File: src/rtl/dmem_arbiter.sv
// Two-port data-memory arbiter: round-robin (or fixed) grant, word-aligned access,
// byte-enabled stores sequenced as read-modify-write, one response pulse per request.
module dmem_arbiter #(
   parameter int unsigned WIDTH          = 32,
   parameter int unsigned FIXED_PRIORITY = 0
) (
   input  logic             clk,
   input  logic             rst_n,
   input  logic             p0_valid,
   output logic             p0_ready,
   input  logic             p0_we,
   input  logic [WIDTH-1:0] p0_addr,
   input  logic [WIDTH-1:0] p0_wdata,
   input  logic [3:0]       p0_be,
   output logic             p0_resp,
   output logic [WIDTH-1:0] p0_rdata,
   input  logic             p1_valid,
   output logic             p1_ready,
   input  logic             p1_we,
   input  logic [WIDTH-1:0] p1_addr,
   input  logic [WIDTH-1:0] p1_wdata,
   input  logic [3:0]       p1_be,
   output logic             p1_resp,
   output logic [WIDTH-1:0] p1_rdata,
   output logic             mem_we,
   output logic [WIDTH-1:0] mem_addr,
   output logic [WIDTH-1:0] mem_wd,
   input  logic [WIDTH-1:0] mem_rd
);

   typedef enum logic [2:0] {
      IDLE,
      RD,
      WR,
      RMW_RD,
      RMW_WR,
      RESP
   } state_t;

   state_t           state, state_nx;
   logic             last_grant;
   logic             port_q;
   logic [WIDTH-1:0] addr_q;
   logic [WIDTH-1:0] wdata_q;
   logic [3:0]       be_q;
   logic [WIDTH-1:0] merged_q;
   logic [WIDTH-1:0] rdata0_q;
   logic [WIDTH-1:0] rdata1_q;
   logic [WIDTH-1:0] mem_addr_q;

   logic             gnt_valid;
   logic             gnt_port;
   logic             accept;
   logic             sel_we;
   logic [WIDTH-1:0] sel_addr;
   logic [WIDTH-1:0] sel_aligned;
   logic [WIDTH-1:0] sel_wdata;
   logic [3:0]       sel_be;
   logic [WIDTH-1:0] mask;

   always_comb begin
      gnt_valid = p0_valid | p1_valid;
      if (p0_valid && p1_valid) begin
         gnt_port = (FIXED_PRIORITY != 0) ? 1'b0 : ~last_grant;
      end else begin
         gnt_port = ~p0_valid;
      end
      accept      = (state == IDLE) && gnt_valid;
      sel_we      = gnt_port ? p1_we    : p0_we;
      sel_addr    = gnt_port ? p1_addr  : p0_addr;
      sel_wdata   = gnt_port ? p1_wdata : p0_wdata;
      sel_be      = gnt_port ? p1_be    : p0_be;
      sel_aligned = sel_addr & {{(WIDTH-2){1'b1}}, 2'b00};
   end

   always_comb begin
      mask = '0;
      for (int unsigned i = 0; i < 4; i++) begin
         mask[8*i +: 8] = {8{be_q[i]}};
      end
   end

   always_comb begin
      state_nx = state;
      case (state)
         IDLE: begin
            if (accept) begin
               if (!sel_we)                state_nx = RD;
               else if (sel_be == 4'hF)    state_nx = WR;
               else if (sel_be == 4'h0)    state_nx = RESP;
               else                        state_nx = RMW_RD;
            end
         end
         RD:      state_nx = RESP;
         WR:      state_nx = RESP;
         RMW_RD:  state_nx = RMW_WR;
         RMW_WR:  state_nx = RESP;
         RESP:    state_nx = IDLE;
         default: state_nx = IDLE;
      endcase
   end

   always_comb begin
      p0_ready = accept & ~gnt_port;
      p1_ready = accept &  gnt_port;
      p0_resp  = (state == RESP) & ~port_q;
      p1_resp  = (state == RESP) &  port_q;
      mem_we   = (state == WR) || (state == RMW_WR);
      mem_wd   = (state == RMW_WR) ? merged_q : wdata_q;
      mem_addr = mem_addr_q;
      p0_rdata = rdata0_q;
      p1_rdata = rdata1_q;
   end

   always_ff @(posedge clk or negedge rst_n) begin
      if (!rst_n) begin
         state      <= IDLE;
         last_grant <= 1'b1;
         port_q     <= 1'b0;
         addr_q     <= '0;
         wdata_q    <= '0;
         be_q       <= '0;
         merged_q   <= '0;
         rdata0_q   <= '0;
         rdata1_q   <= '0;
         mem_addr_q <= '0;
      end else begin
         state <= state_nx;
         if (accept) begin
            port_q     <= gnt_port;
            last_grant <= gnt_port;
            addr_q     <= sel_aligned;
            wdata_q    <= sel_wdata;
            be_q       <= sel_be;
            // be=0 stores never reach memory, so the bus address is left as it was
            if (!(sel_we && (sel_be == 4'h0))) begin
               mem_addr_q <= sel_aligned;
            end
         end
         if (state == RD) begin
            if (port_q) rdata1_q <= mem_rd;
            else        rdata0_q <= mem_rd;
         end
         if (state == RMW_RD) begin
            merged_q <= (mem_rd & ~mask) | (wdata_q & mask);
         end
      end
   end

endmodule

File: config.mk
export PLATFORM = sky130hd
export DESIGN_NAME = dmem_arbiter
export DESIGN_NICKNAME = d
export VERILOG_FILES = /design/src/rtl/dmem_arbiter.sv
export SDC_FILE = /design/constraint.sdc
export NUM_CORES = 1
export LEC_CHECK = 0
export ABC_CLOCK_PERIOD_IN_PS = 2450
export CAP_MARGIN = 40
export CORE_MARGIN = 5
export CORE_UTILIZATION = 43
export CTS_CLUSTER_DIAMETER = 50
export CTS_CLUSTER_SIZE = 24
export DETAILED_ROUTE_END_ITERATION = 10
export DONT_BUFFER_PORTS = 1
export PLACE_DENSITY = 0.69
export SLEW_MARGIN = 0
export SYNTH_ARGS = -nofsm -noshare
export SYNTH_HDL_FRONTEND = slang
export SYNTH_SLANG_ARGS = --single-unit
File: constraint.sdc
create_clock -name clk -period 2.45 [get_ports clk]
set_input_delay 0.245 -clock clk [delete_from_list [all_inputs] [get_ports clk]]
set_output_delay 0.245 -clock clk [all_outputs]
set_load 0.02 [all_outputs]
# Word-level counts from Yosys, hierarchy flattened
# Cells that the tools add are included.
[totals]
ff_bits = 167
elab_cells = 51
output_inout_bits = 133
input_bits = 174
[classes]
mux = 11
n_eq_ne = 7
n_reduce_logical = 10
bitwise = 14
[ops]
columns = ["op", "count"]
rows = [
  ["2-to-1 mux 32 bit", 3],
  ["AND 32 bit", 2],
  ["inverter 32 bit", 1],
  ["bitwise OR 32 bit", 1],
  ["2-to-1 mux 3 bit", 4],
  ["one-hot mux 3 bit (3 select lines)", 1],
  ["== test 3 x 2 -> 1 bit, second input constant", 2],
  ["== test 3 bit, second input constant", 2],
  ["AND reduction 2 bit", 3],
  ["inverter 1 bit", 5],
  ["AND 1 bit", 4],
  ["== test 4 bit, second input constant", 1],
  ["logical NOT 4 bit", 1],
  ["2-to-1 mux 4 bit", 1],
  ["== test 3 x 1 -> 1 bit, second input constant", 1],
  ["logical AND 1 bit", 3],
  ["logical NOT 3 bit", 1],
  ["OR reduction 3 bit", 1],
  ["2-to-1 mux 1 bit", 2],
  ["!= test 2 bit, second input constant", 1],
  ["logical OR 1 bit", 1],
  ["bitwise OR 1 bit", 1],
]

# Longest topological paths before layout
[logic_depth]
depth_word = 9
ltp_mapped = 7
ltp_nobuf = 4

# Worst setup path after synthesis
# Ideal clock, no wire load.
[synth_timing]
path_type = "register -> register"
start = "register last_grant"
end = "register mem_addr_q[10], in the netlist mem_addr[10]"
slack_ns = 0.454
path_buffers = 2
arrival_ns = 1.871
setup_ns = 0.125
path_stages_with_launch = 7
required_ns = 2.325
period_less_slack_ns = 1.996
path_cell_list = "dfstp_2 -> nand2b_4 -> and2_1 -> buf_4 -> clkbuf_1 -> mux2_2 -> mux2_4"
[synth_between]
elab_chain_len = 7
elab_cells_between_ends = 9
classes_between = "mux (4); bitwise (2); reduce/logical (3)"
[synth_rtl]
columns = ["element", "line", "rtl"]
rows = [
  ["from (decl)", "41", "logic last_grant;"],
  ["from (signal assigned)", "131", "last_grant <= gnt_port;"],
  ["inverter 1 bit *", "64", "gnt_port = (FIXED_PRIORITY != 0) ? 1'b0 : ~last_grant;"],
  ["2-to-1 mux 1 bit *", "63", "if (p0_valid && p1_valid) begin"],
  ["2-to-1 mux 4 bit", "72", "sel_be = gnt_port ? p1_be : p0_be;"],
  ["logical NOT 4 bit", "136", "if (!(sel_we && (sel_be == 4'h0))) begin"],
  ["logical AND 1 bit", "136", ""],
  ["inverter 1 bit (no source line)", "n/a", ""],
  ["AND reduction 2 bit (no source line)", "n/a", ""],
  ["to (signal assigned)", "137", "mem_addr_q <= sel_aligned;"],
  ["to (decl)", "49", "logic [WIDTH-1:0] mem_addr_q;"],
]
# Mark *: on every way between the ends. The rest lies on a longest branch, timed or not.
# A chain may end at the register's enable or synchronous reset.

# Worst setup path in the final report
[layout_timing]
start = "register state[2]"
end = "output mem_wd[4]"
[layout_between]
elab_chain_len = 2
[layout_rtl]
columns = ["element", "line", "rtl"]
rows = [
  ["from (decl)", "40", "state_t state, state_nx;"],
  ["from (signal assigned)", "128", "state <= state_nx;"],
  ["== test 3 bit", "109", "mem_wd = (state == RMW_WR) ? merged_q : wdata_q;"],
  ["2-to-1 mux 32 bit", "109", ""],
  ["to (decl)", "27", "output logic [WIDTH-1:0] mem_wd,"],
]
# Every way passes these cells.

==> impl_metrics.csv <==
group,metric,value,unit
power_and_ir_drop,p_per_area,1467,nW/um2
sta,fmax,434.8,MHz
clock_tree,cts_made_buffers,17,
clock_tree,clkLatencyLatePin,420,ps
power_and_ir_drop,p_int,8.303,mW
route,drt-initial-drc-count,185,
final_layout,final_common_cell,"dfrtp_1",
sta,slew_violations,0,
floorplan,dieArea,21020,um2
synth,ys_ff_latch,167,
status,status,"complete, but fails checks",
setup_path,critPathMaxFanout,32,
sta,finalClockSkew,10.63,ps
sta,hold_ws,-492.4,ps
synth,synth.distinct_cells,41,
setup_path,critPathRequiredTime,2200,ps
synth,synth_ff_type,"dfrtp_1",
route,final_antenna_net_count,0,
floorplan,die_w,145.0,um
route,via_per_inst,5.633,
global_routing,grt_max_degree,168,
floorplan,fp.dieH,145.0,um
synth,synth_edf_count,0,
power_and_ir_drop,ir_worst_vdd,1.060,mV
global_routing,grt_pass1_vias,5902,
floorplan,fp-row-count,49,
setup_path,worstSetupPathType,"flop to output pin",
clock_tree,clk_path_buf_depth,2,
route,finalWirelength,22050,um
sta,fin_ws,149.9,ps
synth,ys_seq_area_share,53.35,%
status,violations,"negative hold slack",
power_and_ir_drop,switching_power,5.829,mW
power_and_ir_drop,p_comb_share,34.0,%
global_routing,grt_overflow,0,
placed_design,dp_worst_setup_slack,490.7,ps
power_and_ir_drop,p_leak,4.210,nW
setup_path,crit_path_start_kind,"flop",
final_layout,nets,873,
global_routing,track_usage,20.58,%
sta,tightest_slew,661.4,ps
sta,min_period,2300,ps
route,routedWlPerCell,23.38,um
route,dr.pass1.iters,4,
final_layout,final_cell_mix,"dfrtp_1, dlygate4sd3_1, mux2_1, nand2_1, o21ai_0",
setup_path,crit_arrival,2060,ps
final_layout,final_layout_size_suffix_gt1_share,16.99,%
final_layout,num-fill-cells,1487,
placed_design,hpwl,14520,um
clock_tree,clk_pin_slew,70,ps
route,vias,5312,
floorplan,start_util,43.62,%
placed_design,routabilityCongestion,0.8500,
sta,fin_tns_setup,0,ps
clock_tree,numClockSinks,167,
synth,netlist_instances,619,
clock_tree,cts_resized,0,
power_and_ir_drop,pwr-share-seq,45.4,%
global_routing,antenna_found_initial,2,
sta,final_hold_viol_count,167,
setup_path,endpoint_kind,"output pin",
clock_tree,htree_num_levels,4,
synth,netlist_area,7836,um2
placed_design,port_buffers,0,
power_and_ir_drop,switching_share,41.25,%
final_layout,area_growth_syn_to_layout,22.94,%
floorplan,io_pins,307,
clock_tree,root_buffer,"clkbuf_16",
job,cap_viol_max_count,0,
clock_tree,cts_tree,"built",
sta,finalSetupViolations,0,
power_and_ir_drop,pwr-share-clk,20.6,%
synth,synth_area_per_cell,12.66,um2
sta,slew_headroom,55.91,%
min_path,min_path_type,"input port to asynchronous set/reset pin",
synth,ys_warn_count,0,
synth,synthArstFlopShare,100.0,%
clock_tree,ctsHoldBuffers,96,
floorplan,core,17960,um2
clock_tree,cts_setup_buffers,0,
sta,fin_crit_sh,93.88,%
sta,rsz0062_at_grt,"no",
route,drc,0,
global_routing,grt_pass1_wl,34570,um
cells in the mapped netlist, types with 2 or more instances:
master | instances | area share [%]
nand2_1 | 72 | 3.4
mux2i_1 | 36 | 4.6
nor3_4 | 2 | 0.42
and3_1 | 2 | 0.16
buf_1 | 2 | 0.096
mux2_1 | 92 | 13
o21ai_1 | 33 | 2.1
a21oi_1 | 2 | 0.13
nand3_1 | 3 | 0.19
buf_4 | 3 | 0.29
dfrtp_1 | 166 | 53
or4_4 | 2 | 0.29
buf_2 | 17 | 1.1
a22oi_1 | 32 | 3.1
mux2_2 | 34 | 4.9
clkbuf_1 | 22 | 1.1
o21a_1 | 2 | 0.19
nor2_1 | 7 | 0.34
o21ai_0 | 37 | 2.4
buf_12 | 3 | 0.77
mux2_4 | 30 | 5.7
registers in the layout, summed over array words and instances (netlist names):
register    flops
last_grant      1
be_q            4
p0_rdata       32
merged_q       32
wdata_q        32
p1_rdata       32
port_q          1
mem_addr       30
state           3
metal layers:
metal / track usage (%) / share of wire, % / vias up / wire (um)
li1: - / - / 2361 / -
met5: 0 / 0 / - / 0
met2: 34.78 / 51 / 256 / 11150
met3: 6.829 / 7.1 / 54 / 1564
met4: 8.475 / 3.3 / 0 / 733
met1: 24.09 / 39 / 2641 / 8598
stage by stage:
step	power, mW	std cells	instance area, um2	utilization, %
CTS	14.17	941	9629	53.60
global placement	10.42	813	8031	44.71
detailed placement	10.66	813	8031	44.71
floorplan	9.544	620	7840	-
global route	14.89	943	9634	53.63
finish	14.13	943	9634	53.63
area by class of cell:
type	count	area [um2]	share of cell area [%]
sequential	167	4180	43.39
antenna	2	5.005	0.05195
inverter	1	3.754	0.03896
clock inverter	15	211.5	2.195
clock buffer	17	425.4	4.416
timing repair buffer	108	1114	11.56
multi-input combinational	404	3408	35.38
tap	229	286.5	2.974
path summary, 6_finish.rpt:
kind,start,to,slack (ps),cells past startpoint
max in group asynchronous,rst_n,last_grant,2620,0
max,state[2],mem_wd[4],150,3
min reg2reg,merged_q[0],merged_q[0],480,2
min in group clk,mem_rd[7],merged_q[7],20,2
min,rst_n,p1_rdata[8],-490,0
max reg2reg,state[1],wdata_q[12],160,6
cells by family (layout without fill, tap and decap cells):
family | after synthesis | in the layout | synth area share, %
flip-flops | 167 | 167 | 53.35
buffers and inverters | 49 | 141 | 3.481
XOR/XNOR | 1 | 1 | 0.1118
AND/OR/NAND/NOR | 97 | 97 | 5.956
other | 1 | 4 | 0.04785
AO/OA/AOI/OAI | 111 | 111 | 8.479
adder cells (fa/ha/maj) | 1 | 1 | 0.1277
multiplexers | 192 | 192 | 28.45
power groups by stage:
stage	Clock (mW)	Sequential, mW	Combinational (mW)
after global routing	3.08	6.58	5.22
after detailed placement	0	6.43	4.23
after floorplan	0	5.82	3.73
after CTS	2.97	6.41	4.80
final	2.92	6.41	4.80
after global placement	0	6.36	4.06
critical path: stages, from the launching register on:
cell,delay (ps)
dfrtp_1,570
nor3b_2,310
buf_12,270
mux2_1,470
No activity file was read; power rests on OpenSTA's default activity.
